<file path="src/rtl/lsu_pkg.sv">
// rtl/lsu_pkg.sv - load/store unit types and the byte-lane mask helper
package lsu_pkg;

  typedef enum logic [1:0] {
    OP_NONE  = 2'b00,
    OP_LOAD  = 2'b01,
    OP_STORE = 2'b10,
    OP_RSVD  = 2'b11
  } lsu_op_e;

  typedef enum logic [1:0] {
    SZ_BYTE   = 2'b00,
    SZ_HALF   = 2'b01,
    SZ_WORD   = 2'b10,
    SZ_DOUBLE = 2'b11
  } lsu_size_e;

  typedef enum logic [1:0] {
    FLT_NONE     = 2'b00,
    FLT_MISALIGN = 2'b01,
    FLT_SIZE     = 2'b10,
    FLT_TIMEOUT  = 2'b11
  } lsu_fault_e;

  typedef enum logic [1:0] {
    IDLE   = 2'b00,
    ACCESS = 2'b01,
    DONE   = 2'b10
  } lsu_state_e;

  // Mask is built for the widest (8-lane) bus; callers truncate to their lane count.
  function automatic logic [7:0] lane_mask(input lsu_size_e size, input logic [2:0] offset);
    logic [7:0] ones;
    case (size)
      SZ_BYTE: ones = 8'h01;
      SZ_HALF: ones = 8'h03;
      SZ_WORD: ones = 8'h0F;
      default: ones = 8'hFF;
    endcase
    return ones << offset;
  endfunction

endpackage

</file>
<file path="src/rtl/lsu_lane_align.sv">
// rtl/lsu_lane_align.sv - store lane replication/byte enables and load extract/extend
module lsu_lane_align
  import lsu_pkg::*;
#(
  parameter int DBUS = 32,
  localparam int NB = DBUS / 8,
  localparam int OW = $clog2(NB)
) (
  input  lsu_size_e        st_size_i,
  input  logic [OW-1:0]    st_off_i,
  input  logic [DBUS-1:0]  st_wdata_i,
  output logic [DBUS-1:0]  st_data_o,
  output logic [NB-1:0]    st_be_o,
  input  lsu_size_e        ld_size_i,
  input  logic [OW-1:0]    ld_off_i,
  input  logic             ld_signed_i,
  input  logic [DBUS-1:0]  ld_rdata_i,
  output logic [DBUS-1:0]  ld_data_o
);

  logic [DBUS-1:0] shifted;
  logic            sign_bit;
  int              nbits;

  always_comb begin
    st_be_o = NB'(lane_mask(st_size_i, 3'(st_off_i)));
    case (st_size_i)
      SZ_BYTE: st_data_o = {NB{st_wdata_i[7:0]}};
      SZ_HALF: st_data_o = {(NB/2){st_wdata_i[15:0]}};
      SZ_WORD: st_data_o = {(NB/4){st_wdata_i[31:0]}};
      default: st_data_o = st_wdata_i;
    endcase
  end

  // Bits at or above the access width are filled with the sign (or zero);
  // a full-width access has nbits >= DBUS and so is passed through untouched.
  always_comb begin
    shifted = ld_rdata_i >> {ld_off_i, 3'b000};
    nbits   = 8 << int'(ld_size_i);
    case (ld_size_i)
      SZ_BYTE: sign_bit = shifted[7];
      SZ_HALF: sign_bit = shifted[15];
      default: sign_bit = shifted[31];
    endcase
    ld_data_o = '0;
    for (int i = 0; i < DBUS; i++) begin
      ld_data_o[i] = (i < nbits) ? shifted[i] : (ld_signed_i & sign_bit);
    end
  end

endmodule

</file>
<file path="src/rtl/load_store_unit.sv">
// rtl/load_store_unit.sv - memory-stage load/store unit: FSM, request latch, timeout, writeback and faults
module load_store_unit
  import lsu_pkg::*;
#(
  parameter int DBUS    = 32,
  parameter int ABUS    = 32,
  parameter int RBUS    = 4,
  parameter int TIMEOUT = 15
) (
  input  logic              clk,
  input  logic              rst,
  input  logic              req_valid,
  output logic              req_ready,
  input  logic [1:0]        req_op,
  input  logic [1:0]        req_size,
  input  logic              req_signed,
  input  logic [ABUS-1:0]   req_addr,
  input  logic [DBUS-1:0]   req_wdata,
  input  logic [RBUS-1:0]   req_rd,
  output logic              MRE,
  output logic              MWE,
  output logic [ABUS-1:0]   addressData,
  output logic [DBUS-1:0]   storeData,
  output logic [DBUS/8-1:0] byteEn,
  input  logic [DBUS-1:0]   loadedData,
  input  logic              memReady,
  output logic              wb_valid,
  output logic [RBUS-1:0]   wb_rd,
  output logic [DBUS-1:0]   wb_data,
  output logic              busy_rd_valid,
  output logic [RBUS-1:0]   busy_rd,
  output logic              fault,
  output logic [1:0]        fault_code
);

  localparam int NB = DBUS / 8;
  localparam int OW = $clog2(NB);
  localparam int CW = $clog2(TIMEOUT + 2);

  lsu_state_e      state_q, state_d;
  logic            mre_q, mre_d, mwe_q, mwe_d;
  logic [ABUS-1:0] addr_q, addr_d;
  logic [DBUS-1:0] sdata_q, sdata_d;
  logic [NB-1:0]   be_q, be_d;
  logic            load_q, load_d;
  lsu_size_e       size_q, size_d;
  logic [OW-1:0]   off_q, off_d;
  logic            sgn_q, sgn_d;
  logic [RBUS-1:0] rd_q, rd_d;
  logic [CW-1:0]   cnt_q, cnt_d;
  logic            wb_valid_q, wb_valid_d;
  logic [RBUS-1:0] wb_rd_q, wb_rd_d;
  logic [DBUS-1:0] wb_data_q, wb_data_d;
  logic            fault_q, fault_d;
  lsu_fault_e      fcode_q, fcode_d;

  lsu_op_e         op;
  lsu_size_e       rsize;
  lsu_fault_e      chk;
  logic [DBUS-1:0] st_data, ld_data;
  logic [NB-1:0]   st_be;

  assign op    = lsu_op_e'(req_op);
  assign rsize = lsu_size_e'(req_size);

  lsu_lane_align #(.DBUS(DBUS)) u_align (
    .st_size_i   (rsize),
    .st_off_i    (req_addr[OW-1:0]),
    .st_wdata_i  (req_wdata),
    .st_data_o   (st_data),
    .st_be_o     (st_be),
    .ld_size_i   (size_q),
    .ld_off_i    (off_q),
    .ld_signed_i (sgn_q),
    .ld_rdata_i  (loadedData),
    .ld_data_o   (ld_data)
  );

  // Illegal size is tested first so it wins over misalignment.
  always_comb begin
    chk = FLT_NONE;
    if (rsize == SZ_DOUBLE && DBUS == 32) begin
      chk = FLT_SIZE;
    end else begin
      case (rsize)
        SZ_HALF:   if (req_addr[0])        chk = FLT_MISALIGN;
        SZ_WORD:   if (|req_addr[1:0])     chk = FLT_MISALIGN;
        SZ_DOUBLE: if (|req_addr[2:0])     chk = FLT_MISALIGN;
        default:   chk = FLT_NONE;
      endcase
    end
  end

  always_comb begin
    state_d    = state_q;
    mre_d      = mre_q;
    mwe_d      = mwe_q;
    addr_d     = addr_q;
    sdata_d    = sdata_q;
    be_d       = be_q;
    load_d     = load_q;
    size_d     = size_q;
    off_d      = off_q;
    sgn_d      = sgn_q;
    rd_d       = rd_q;
    cnt_d      = cnt_q;
    wb_valid_d = 1'b0;
    wb_rd_d    = wb_rd_q;
    wb_data_d  = wb_data_q;
    fault_d    = 1'b0;
    fcode_d    = FLT_NONE;
    case (state_q)
      IDLE: begin
        if (req_valid && (op == OP_LOAD || op == OP_STORE)) begin
          if (chk != FLT_NONE) begin
            fault_d = 1'b1;
            fcode_d = chk;
          end else begin
            state_d = ACCESS;
            mre_d   = (op == OP_LOAD);
            mwe_d   = (op == OP_STORE);
            addr_d  = req_addr & ~ABUS'(NB - 1);
            sdata_d = st_data;
            be_d    = st_be;
            load_d  = (op == OP_LOAD);
            size_d  = rsize;
            off_d   = req_addr[OW-1:0];
            sgn_d   = req_signed;
            rd_d    = req_rd;
            cnt_d   = CW'(1);
          end
        end
      end
      ACCESS: begin
        if (memReady) begin
          state_d = DONE;
          mre_d   = 1'b0;
          mwe_d   = 1'b0;
          if (load_q) begin
            wb_valid_d = 1'b1;
            wb_rd_d    = rd_q;
            wb_data_d  = ld_data;
          end
        end else if (TIMEOUT != 0 && cnt_q == CW'(TIMEOUT)) begin
          state_d = IDLE;
          mre_d   = 1'b0;
          mwe_d   = 1'b0;
          fault_d = 1'b1;
          fcode_d = FLT_TIMEOUT;
        end else begin
          cnt_d = cnt_q + CW'(1);
        end
      end
      default: state_d = IDLE;
    endcase
  end

  always_ff @(posedge clk or negedge rst) begin
    if (!rst) begin
      state_q    <= IDLE;
      mre_q      <= 1'b0;
      mwe_q      <= 1'b0;
      addr_q     <= '0;
      sdata_q    <= '0;
      be_q       <= '0;
      load_q     <= 1'b0;
      size_q     <= SZ_BYTE;
      off_q      <= '0;
      sgn_q      <= 1'b0;
      rd_q       <= '0;
      cnt_q      <= '0;
      wb_valid_q <= 1'b0;
      wb_rd_q    <= '0;
      wb_data_q  <= '0;
      fault_q    <= 1'b0;
      fcode_q    <= FLT_NONE;
    end else begin
      state_q    <= state_d;
      mre_q      <= mre_d;
      mwe_q      <= mwe_d;
      addr_q     <= addr_d;
      sdata_q    <= sdata_d;
      be_q       <= be_d;
      load_q     <= load_d;
      size_q     <= size_d;
      off_q      <= off_d;
      sgn_q      <= sgn_d;
      rd_q       <= rd_d;
      cnt_q      <= cnt_d;
      wb_valid_q <= wb_valid_d;
      wb_rd_q    <= wb_rd_d;
      wb_data_q  <= wb_data_d;
      fault_q    <= fault_d;
      fcode_q    <= fcode_d;
    end
  end

  assign req_ready     = (state_q == IDLE);
  assign MRE           = mre_q;
  assign MWE           = mwe_q;
  assign addressData   = addr_q;
  assign storeData     = sdata_q;
  assign byteEn        = be_q;
  assign wb_valid      = wb_valid_q;
  assign wb_rd         = wb_rd_q;
  assign wb_data       = wb_data_q;
  assign busy_rd_valid = (state_q != IDLE) && load_q;
  assign busy_rd       = rd_q;
  assign fault         = fault_q;
  assign fault_code    = fcode_q;

endmodule

</file>
<file path="config.mk">
export PLATFORM = sky130hd
export DESIGN_NAME = load_store_unit
export DESIGN_NICKNAME = d
export VERILOG_FILES = /design/src/rtl/lsu_pkg.sv /design/src/rtl/lsu_lane_align.sv /design/src/rtl/load_store_unit.sv
export SDC_FILE = /design/constraint.sdc
export NUM_CORES = 1
export LEC_CHECK = 0
export ABC_CLOCK_PERIOD_IN_PS = 3800
export CAP_MARGIN = 20
export CELL_PAD_IN_SITES_DETAIL_PLACEMENT = 0
export CELL_PAD_IN_SITES_GLOBAL_PLACEMENT = 1
export CORE_ASPECT_RATIO = 0.7
export CORE_UTILIZATION = 35
export DETAILED_ROUTE_END_ITERATION = 7
export PLACE_DENSITY = 0.87
export SKIP_LAST_GASP = 1
export SYNTH_ARGS = -nofsm -noshare
export SYNTH_HDL_FRONTEND = slang
export SYNTH_SLANG_ARGS = --single-unit
</file>
<file path="constraint.sdc">
create_clock -name clk -period 3.8 [get_ports clk]
set_input_delay 0.76 -clock clk [delete_from_list [all_inputs] [get_ports clk]]
set_output_delay 0.76 -clock clk [all_outputs]
set_load 0.01 [all_outputs]
</file>
# After elaboration in Yosys (flattened, before gate mapping)
# Index checks and enable logic that the tools add are counted.
[totals] out_inout_bits=116 in_bits=109 wordCells=153 reg_bits=125
[classes] eq_ne=13 n_reduce_logical=15 addsub=1 mux=70 n_bitwise=2 order_cmp=32 n_shift=3
[ops] op="6-bit by 32-bit less-than comparator with 1-bit output (first input constant)" n=16
[ops] op="5-bit by 32-bit less-than comparator with 1-bit output (first input constant)" n=8
[ops] op="4-bit by 32-bit less-than comparator with 1-bit output (first input constant)" n=4
[ops] op="3-bit by 32-bit less-than comparator with 1-bit output (first input constant)" n=2
[ops] op="32-bit case mux with 2 select lines" n=1
[ops] op="1-bit 2-to-1 mux" n=47
[ops] op="1-bit by 32-bit less-than comparator with 1-bit output (first input constant)" n=1
[ops] op="2-bit by 32-bit less-than comparator with 1-bit output (first input constant)" n=1
[ops] op="4-bit by 2-bit left shift with 32-bit output (first input constant)" n=1
[ops] op="32-bit by 5-bit right shift with 32-bit output" n=1
[ops] op="8-bit case mux with 3 select lines" n=1
[ops] op="5-bit 2-to-1 mux" n=4
[ops] op="2-bit 2-to-1 mux" n=9
[ops] op="2-bit case mux with 2 select lines" n=3
[ops] op="5-bit case mux with 2 select lines" n=1
[ops] op="3-bit AND reduction" n=3
[ops] op="2-bit by 1-bit == test with 1-bit output (second input constant)" n=4
[ops] op="1-bit case mux with 2 select lines" n=4
[ops] op="8-bit by 2-bit left shift with 4-bit output" n=1
[ops] op="2-bit == test (second input constant)" n=3
[ops] op="2-bit logical NOT" n=3
[ops] op="2-bit != test (second input constant)" n=3
[ops] op="2-bit nonzero test" n=3
[ops] op="5-bit by 1-bit adder with 5-bit output (second input constant)" n=1
[ops] op="other kinds (10)" n=11

# Longest topological paths before layout
# Gate-level depths: netlist of the first run.
[logic_depth] ltp_word=8 ltp_mapped=9

# By module
# A second synthesis of the first run with hierarchy kept.
[unflattened] hier_cells=479 hier_area_um2=6533.8
[by_module_without_submodules] mod="load_store_unit" n_inst=1 area_each_um2=5365.1 cells_per_inst=309 seq_area_each_um2=3128.0
[by_module_without_submodules] mod="lsu_lane_align" n_inst=1 area_each_um2=1168.6 cells_per_inst=170 seq_area_each_um2=0.0

# Worst setup path before layout of the first run
# OpenSTA, ideal clock, no wires.
[synth_path] kind="input -> register" from="input req_size[1]" to="register sdata_q[19], in the netlist storeData[19]" n_path_buf=2 t_arrival_ns=2.280 stages=7 required_ns=3.664 setup_time_ns=0.136 slack_ns=1.384 path_cell_list="inv_1 -> ha_1 -> clkbuf_1 -> nor2_1 -> clkbuf_1 -> mux2i_1 -> o21ai_0"
[synth_between] elab_chain_cells=6
[synth_lines] item="start: declaration" line="load_store_unit.sv:15" rtl="input logic [1:0] req_size,"
[synth_lines] item="2-bit == test or 2-bit by 1-bit == test with 1-bit output (tied branches)" line="load_store_unit.sv:85, lsu_lane_align.sv:27"
[synth_lines] item="2-bit case mux with 2 select lines" line="load_store_unit.sv:85" rtl="case (rsize)"
[synth_lines] item="2-bit 2-to-1 mux" line="load_store_unit.sv:82" rtl="if (rsize == SZ_DOUBLE && DBUS == 32) begin"
[synth_lines] item="2-bit nonzero test" line="load_store_unit.sv:115" rtl="if (chk != FLT_NONE) begin"
[synth_lines] item="1-bit NOT (no line)"
[synth_lines] item="3-bit AND reduction (no line)"
[synth_lines] item="end signal: assignment" line="load_store_unit.sv:182" rtl="sdata_q <= sdata_d;"
[synth_lines] item="end: declaration" line="load_store_unit.sv:43" rtl="logic [DBUS-1:0] sdata_q, sdata_d;"
# Several ways; a longest one is shown, not always the timed one.
# A chain may end at the register's enable or synchronous reset.

# Final worst setup path of the first run
[layout_path] from="input req_op[0]" to="register rd_q[3], in the netlist busy_rd[3]"
[layout_between] elab_chain_cells=4
[layout_lines] item="start: declaration" line="load_store_unit.sv:14" rtl="input logic [1:0] req_op,"
[layout_lines] item="2-bit by 1-bit == test with 1-bit output or 2-bit == test (tied branches)" line="load_store_unit.sv:114" rtl="if (req_valid && (op == OP_LOAD || op == OP_STORE)) begin"
[layout_lines] item="1-bit logical OR *" line="load_store_unit.sv:114"
[layout_lines] item="1-bit logical AND *" line="load_store_unit.sv:114"
[layout_lines] item="3-bit AND reduction (no line) *"
[layout_lines] item="end signal: assignment" line="load_store_unit.sv:188" rtl="rd_q <= rd_d;"
[layout_lines] item="end: declaration" line="load_store_unit.sv:49" rtl="logic [RBUS-1:0] rd_q, rd_d;"
# Mark *: on every way between the ends. The rest lies on a longest branch, timed or not.

==> metrics.log, run 1 <==
INFO  metric cts_num_sinks = 125
INFO  metric synthDistinctLibCells = 45
INFO  metric max_slew_margin_vs_limit = 45.7%
INFO  metric setup.worst_path.end_class = register
INFO  metric drt_first_pass_iters = 5
INFO  metric netSwitchingPower = roughly 1.8 mW
INFO  metric critPathArrivalTime = 3180 ps
INFO  metric worst_path_dominant_cell_family = simple AND/OR/NAND/NOR gates
INFO  metric startpoint_class = primary input
INFO  metric dieHeight = approximately 110 um
INFO  metric initial_core_util = between 30% and 40%
INFO  metric finalNetCount = 953
INFO  metric detail_route.vias_per_cell = slightly below 5
INFO  metric final-hold-violation-count = 0
INFO  metric core-area = 15,800 um^2
INFO  metric antenna_violating_nets_post_route = 0
INFO  metric grt_pass1_wl = 27,300 um
INFO  metric postSynth.asyncResetShare = 100%
INFO  metric post_cts_resized = 0
INFO  metric cts_hold_buffers = 0
INFO  metric criticalPathCategory = in2reg
INFO  metric number_of_stages_on_the_worst_setup_path = 8
INFO  metric synth-edff-count = 0
INFO  metric gp_congestion = 0.844
INFO  metric route.detailed.wl_per_inst = ~16 um
INFO  metric rsz0062_at_grt = false
INFO  metric timing.critical_path.to = busy_rd[3]
INFO  metric crit_path_top_delay_cell = and4_2
INFO  metric syn2layout_area_growth = 52.4%
INFO  metric worst_clock_skew = ~7.5 ps
INFO  metric cts_tree = yes
INFO  metric h_tree_depth = 4
INFO  metric final.setup.tns = 0 ps
INFO  metric power.share.switching = 31.2%
INFO  metric commonest_cells_after_routing_fill_and_taps_aside = 221 x clkdlybuf4s50_1, 208 x nand2_1, 125 x dfrtp_1, 43 x o21ai_0, 29 x nor2_1
INFO  metric via_count_of_the_first_global_routing_pass = 5,286
INFO  metric maxCapViolCount = 0
INFO  metric placement.cell_area = 8200 um^2
INFO  metric netlist_top_cells_area = dfrtp_1 54%, nand2_1 14%, mux2i_1 4.9%
INFO  metric crit_path_cell_trace = clkdlybuf4s50_1 > inv_1 > ha_1 > nor4b_2 > and4_2 > buf_4 > nand2_1 > nand2_1
INFO  metric cts_root_buffer = clkbuf_16
INFO  metric min_path_type = in2async
INFO  metric worstPathRequired = between 4000 and 5000 ps
INFO  metric chipWidth = 156 um
INFO  metric antenna_cell_count = 0
INFO  metric initialDrtViolationCount = 254
INFO  metric power_density_of_the_placed_cells = 666 nW/um^2
INFO  metric max_clock_freq = 353 MHz
INFO  metric dp_hpwl = around 12,000 um
INFO  metric core.rowCount = 38
INFO  metric port_buffers = 222
INFO  metric setup-violations-final = 0
INFO  metric p_leak = approximately 4.1 nW
INFO  metric register_to_register_setup_slack = 1450 ps
INFO  metric most_common_library_cell_in_the_layout_ignoring_fill_and_taps = clkdlybuf4s50_1
INFO  metric postRouteWirelength = 17,300 um
INFO  metric synth.ff_latch_count = approximately 130
INFO  metric post_synth_inst_count = 622
INFO  metric design.portCount = 225
INFO  metric p_comb_share = 36.4%
INFO  metric final_area = 8800 um^2
INFO  metric clock_latency = 420 ps
INFO  metric post-synth-top-area-fraction = around 54%
INFO  metric finalCritPeriodShare = 74.6%
INFO  metric timing.rr.start = off_q[1]
INFO  metric final_max_slew_viol_count = 0
INFO  metric worst-path-max-fanout = 34
INFO  metric share_of_cells_above_drive_strength_1 = 7.56%
INFO  metric routed-via-count = 5,159
INFO  metric worst_margin_pin_slew = 814 ps
INFO  metric reg2reg_to = wb_data[23]
INFO  metric antenna_found_initial = 0
INFO  metric post-synth-top-area-cell = dfrtp_1
INFO  metric cp_num_buf_inv = 3
INFO  metric final_core_occ = 55.8%
INFO  metric timing.reg2reg.worst_path_depth = 4
INFO  metric grt_max_degree = 85
INFO  metric status = finished, final reports clean
INFO  metric worst_setup_hold_path_clk_slew = 50 ps
INFO  metric crit_path_frequent_cell = nand2_1
INFO  metric critPathMaxStageDelay = 540 ps
INFO  metric synth_ff_type = dfrtp_1
INFO  metric aggregate_global_routing_overflow = 0
INFO  metric post_syn_area_per_cell = 9.29 um^2
INFO  metric remaining_drc_errors = 0
INFO  metric fin_crit = 2830 ps
INFO  metric internal_power = roughly 4.0 mW
INFO  metric grt.total_usage = approximately a fifth
INFO  metric p_seq_share = 35.6%
INFO  metric synth_warnings = 0
INFO  metric worst_hold_slack_across_all_endpoints = ~440 ps
INFO  metric floorplan.die_area = 17,000 um^2
INFO  metric timing.critical_path.from = req_op[0]
INFO  metric syn-cell-area = 5780 um^2
INFO  metric cts-buffers-inserted = 17
INFO  metric ctsLongestPathBuffers = 2
INFO  metric pwr-share-clk = 28.0%
INFO  metric setup_buffers_after_cts = 0
INFO  metric sequential_cell_area_fraction_in_the_yosys_report = 54.2%
INFO  metric highest_ir_drop_seen_on_vdd = 291 uV
==> layer usage <==
metal	global-route usage, %	wire (um)	vias to the layer above
li1	-	-	2501
met1	27.3	7830	2453
met2	32.6	7790	185
met3	6.90	1390	20
met4	7.77	250	0
met5	0	0	-
==> power groups by stage <==
| stage | Combinational (mW) | Clock [mW] | Sequential (mW) |
|---|---|---|---|
| after CTS | 2.16 | 1.69 | 2.09 |
| after global routing | 2.32 | 1.74 | 2.15 |
| after global placement | 2.11 | 0 | 2.09 |
| after floorplan | 0.728 | 0 | 2.25 |
| final | 2.14 | 1.64 | 2.09 |
| after detailed placement | 2.14 | 0 | 2.10 |
==> stage by stage <==
| stage | setup slack (ps) | power, mW | std cells |
|---|---|---|---|
| final | 967 | 5.86 | 1067 |
| after global routing | 790 | 6.22 | 1067 |
| after CTS | 984 | 5.93 | 1067 |
| after detailed placement | 567 | 4.24 | 1035 |
| after global placement | 646 | 4.19 | 1035 |
| after floorplan | 1380 | 2.98 | 623 |
==> cell families after synthesis <==
| family | count (synthesis) | share of synthesized area, % |
|---|---|---|
| flops | 125 | 54.2 |
| buf+inv | 50 | 3.75 |
| compound gates | 100 | 10.4 |
| mux | 37 | 6.80 |
| other cells | 1 | 0.0649 |
| fa+ha+maj | 10 | 2.17 |
| simple gates | 299 | 22.7 |
==> flip-flops by register name (all words and copies together) (netlist names) <==
register     count
state_q          2
cnt_q            5
sgn_q            1
load_q           1
wb_valid         1
wb_data         32
MRE              1
fault            1
wb_rd            4
fault_code       2
MWE              1
addressData     30
byteEn           4
storeData       32
size_q           2
off_q            2
busy_rd          4
==> Yosys cell counts (4+ instances only) <==
cell type and count:
a22oi_1 8, buf_1 4, o21ai_0 43, a22o_1 12, ha_1 10, nand2_1 208
inv_1 8, buf_2 5, and2_1 8, clkbuf_1 29, mux2_2 8, mux2i_1 28
dfrtp_1 125, nor2b_1 5, nor2_1 29, nand3_1 24, nand3_2 10, a21oi_1 25
==> layout make-up <==
| class | instances | area [um^2] |
|---|---|---|
| clock buffers | 26 | 489 |
| multi-input cells | 448 | 2440 |
| clock inverters | 6 | 108 |
| inverters | 8 | 30.0 |
| flip-flops and latches | 125 | 3130 |
| repair buffers | 234 | 2330 |
| well taps | 220 | 275 |
| fillers | 1409 | 6980 |
==> worst min-delay path by stage <==
| stage | startpoint | to | cells after the start |
|---|---|---|---|
| after floorplan | rst | MRE | 0 |
| after global placement | addressData[30] | addressData[30] | 2 |
| after detailed placement | addressData[2] | addressData[2] | 2 |
| after CTS | rst | addressData[9] | 1 |
| after global routing | rst | addressData[9] | 1 |
| final | rst | addressData[9] | 1 |
No activity file was read; power rests on OpenSTA's default activity.
==> inputs of run 2 (changes only) <==
ABC_CLOCK_PERIOD_IN_PS = 2490   (was 3800)
CORE_UTILIZATION = 29   (was 35)
PLACE_DENSITY = 0.77   (was 0.87)
clock period = 2.49 ns   (was 3.8 ns; I/O delays follow)
==> metrics.log, run 2 (synthesis gave the netlist of run 1 again) <==
INFO  metric critPathArrivalTime = 2570 ps (-610 ps)
INFO  metric finalCritPeriodShare = about nine tenths
INFO  metric cts_root_buffer = clkbuf_16
INFO  metric aggregate_global_routing_overflow = 0 (unchanged)
INFO  metric status = finished, final reports clean
INFO  metric initial_core_util = 30.1% (-6.5 points)
INFO  metric worstPathRequired = 2850 ps (-1300 ps)
INFO  metric final_max_slew_viol_count = 0 (unchanged)
INFO  metric worst_margin_pin_slew = 598 ps (-216 ps)
INFO  metric worst-path-max-fanout = 5 (-85%)
INFO  metric most_common_library_cell_in_the_layout_ignoring_fill_and_taps = clkdlybuf4s50_1
INFO  metric fin_crit = 2210 ps
INFO  metric drt_first_pass_iters = 5 (unchanged)
INFO  metric criticalPathCategory = reg2reg
INFO  metric core.rowCount = 42 (+11%)
INFO  metric antenna_found_initial = 0 (unchanged)
INFO  metric min_path_type = in2async
INFO  metric cts-buffers-inserted = 17 (unchanged)
INFO  metric rsz0062_at_grt = false
INFO  metric dp_hpwl = 13,000 um (+4.8%)
INFO  metric route.detailed.wl_per_inst = 16.0 um (-1.3%)
INFO  metric p_leak = 4.27 nW (+3.1%)
INFO  metric cts_hold_buffers = 0 (unchanged)
INFO  metric worst_clock_skew = 13.4 ps (+5.95 ps)
INFO  metric antenna_cell_count = 0 (unchanged)
INFO  metric fin_total_pwr = 9.07 mW (+55%)
INFO  metric chipWidth = 171 um (+9.7%)
INFO  metric max_clock_freq = 453 MHz
INFO  metric dieHeight = 120 um (+9.7%)
INFO  metric final-hold-violation-count = 0 (unchanged)
INFO  metric maxCapViolCount = 0 (unchanged)
INFO  metric final_area = 9080 um^2 (+3.2%)
INFO  metric setup-violations-final = 0 (unchanged)
INFO  metric final_core_occ = 47.4% (-8.4 points)
INFO  metric via_count_of_the_first_global_routing_pass = 5,245 (-0.78%)
INFO  metric syn2layout_area_growth = 57.3%
INFO  metric cts_num_sinks = 125 (unchanged)
INFO  metric h_tree_depth = 4 (unchanged)
INFO  metric post_cts_resized = 0 (unchanged)
INFO  metric initialDrtViolationCount = 259 (+2.0%)
INFO  metric grt_pass1_wl = 29,000 um (+6.3%)
INFO  metric ctsLongestPathBuffers = 2 (unchanged)
INFO  metric antenna_violating_nets_post_route = 0 (unchanged)
INFO  metric max_slew_margin_vs_limit = 60.1% (+14 points)
INFO  metric worst_hold_slack_across_all_endpoints = 17.0 ps (-424 ps)
INFO  metric share_of_cells_above_drive_strength_1 = 10.8% (+3.2 points)
INFO  metric postRouteWirelength = 18,100 um (+5.0%)
INFO  metric clock_latency = 420 ps (about the same)
INFO  metric core-area = 19,200 um^2 (+22%)
INFO  metric startpoint_class = register
INFO  metric gp_congestion = 0.809 (-4.2%)
INFO  metric worst_setup_hold_path_clk_slew = 60 ps (about the same)
INFO  metric routed-via-count = 5,194 (+0.68%)
INFO  metric commonest_cells_after_routing_fill_and_taps_aside = 221 x clkdlybuf4s50_1, 208 x nand2_1, 125 x dfrtp_1, 43 x o21ai_0, 32 x buf_4
INFO  metric setup_buffers_after_cts = 0 (unchanged)
INFO  metric port_buffers = 222 (unchanged)
INFO  metric design.portCount = 225 (unchanged)
INFO  metric cts_tree = yes
INFO  metric grt.total_usage = 18.6% (-2.3 points)
INFO  metric detail_route.vias_per_cell = 4.58 (-5.4%)
INFO  metric setup.worst_path.end_class = register
INFO  metric finalNetCount = 977 (+2.5%)
INFO  metric highest_ir_drop_seen_on_vdd = 425 uV (+46%)
INFO  metric power_density_of_the_placed_cells = 999 nW/um^2 (+50%)
INFO  metric floorplan.die_area = 20,500 um^2 (+20%)
INFO  metric placement.cell_area = 8470 um^2 (+3.2%)
INFO  metric remaining_drc_errors = 0 (unchanged)
INFO  metric grt_max_degree = 83 (-2.4%)
## run 2: cell types whose count changed in the layout (fill, tap and decap cells not counted), sizes merged
cell      before  now
buf           13   37
clkbuf        26   17
clkinv         2    5
clkinvlp       1    4
inv            8   11
## run 2: area by class of cell
type	count	area [um^2]
Sequential cell	125	3130
Fill cell	1812	10100
Clock inverter	15	189
Tap cell	264	330
Inverter	8	30.0
Multi-Input combinational cell	448	2440
Clock buffer	17	425
Timing Repair Buffer	258	2540
## run 2: power breakdown
group / leakage [nW] / switching (mW) / internal, mW
Sequential: 1.60 / 0.444 / 2.73
Combinational: 2.38 / 1.49 / 1.81
Clock: 0.288 / 1.00 / 1.59
Total: 4.27 / 2.94 / 6.13
## run 2: critical path, cell delays in order, from the launching register on
cell and delay [ps]:
dfrtp_1 420, ha_1 230, and3_1 190, ha_1 200
or3b_2 530, or4_1 490, nand2_1 80
## run 2: metrics by stage
stage / setup slack [ps] / TNS, ps / std cells
4_1_cts: 293 / 0 / 1135
3_5_place_dp: -84.3 / -898 / 1103
5_1_grt: 198 / 0 / 1135
6_report: 280 / 0 / 1135
3_3_place_gp: -4.15 / -7.69 / 1103
2_1_floorplan: 336 / 0 / 623
## run 2: routing by layer
layer / track usage, % / vias up / share of wire, %
li1: - / 2541 / -
met1: 25.5 / 2465 / 46
met2: 26.7 / 178 / 44
met3: 7.82 / 10 / 9.7
met4: 4.73 / 0 / 0.58
met5: 0 / - / 0
## run 2: worst paths after layout
path	from	slack (ps)	cells after the start	end
max	cnt_q[0]	280	6	cnt_q[3]
min	rst	20	1	wb_valid
max in group asynchronous	rst	1800	2	addressData[8]
min reg2reg	storeData[5]	470	2	storeData[5]
max reg2reg	cnt_q[0]	280	6	cnt_q[3]
min in group clk	storeData[5]	470	2	storeData[5]
==> inputs of run 3 (changes only) <==
CTS_CLUSTER_DIAMETER = 50   (was unset)
==> results of run 3 <==
The final DEF is identical to that of run 2; final timing and power are the same.
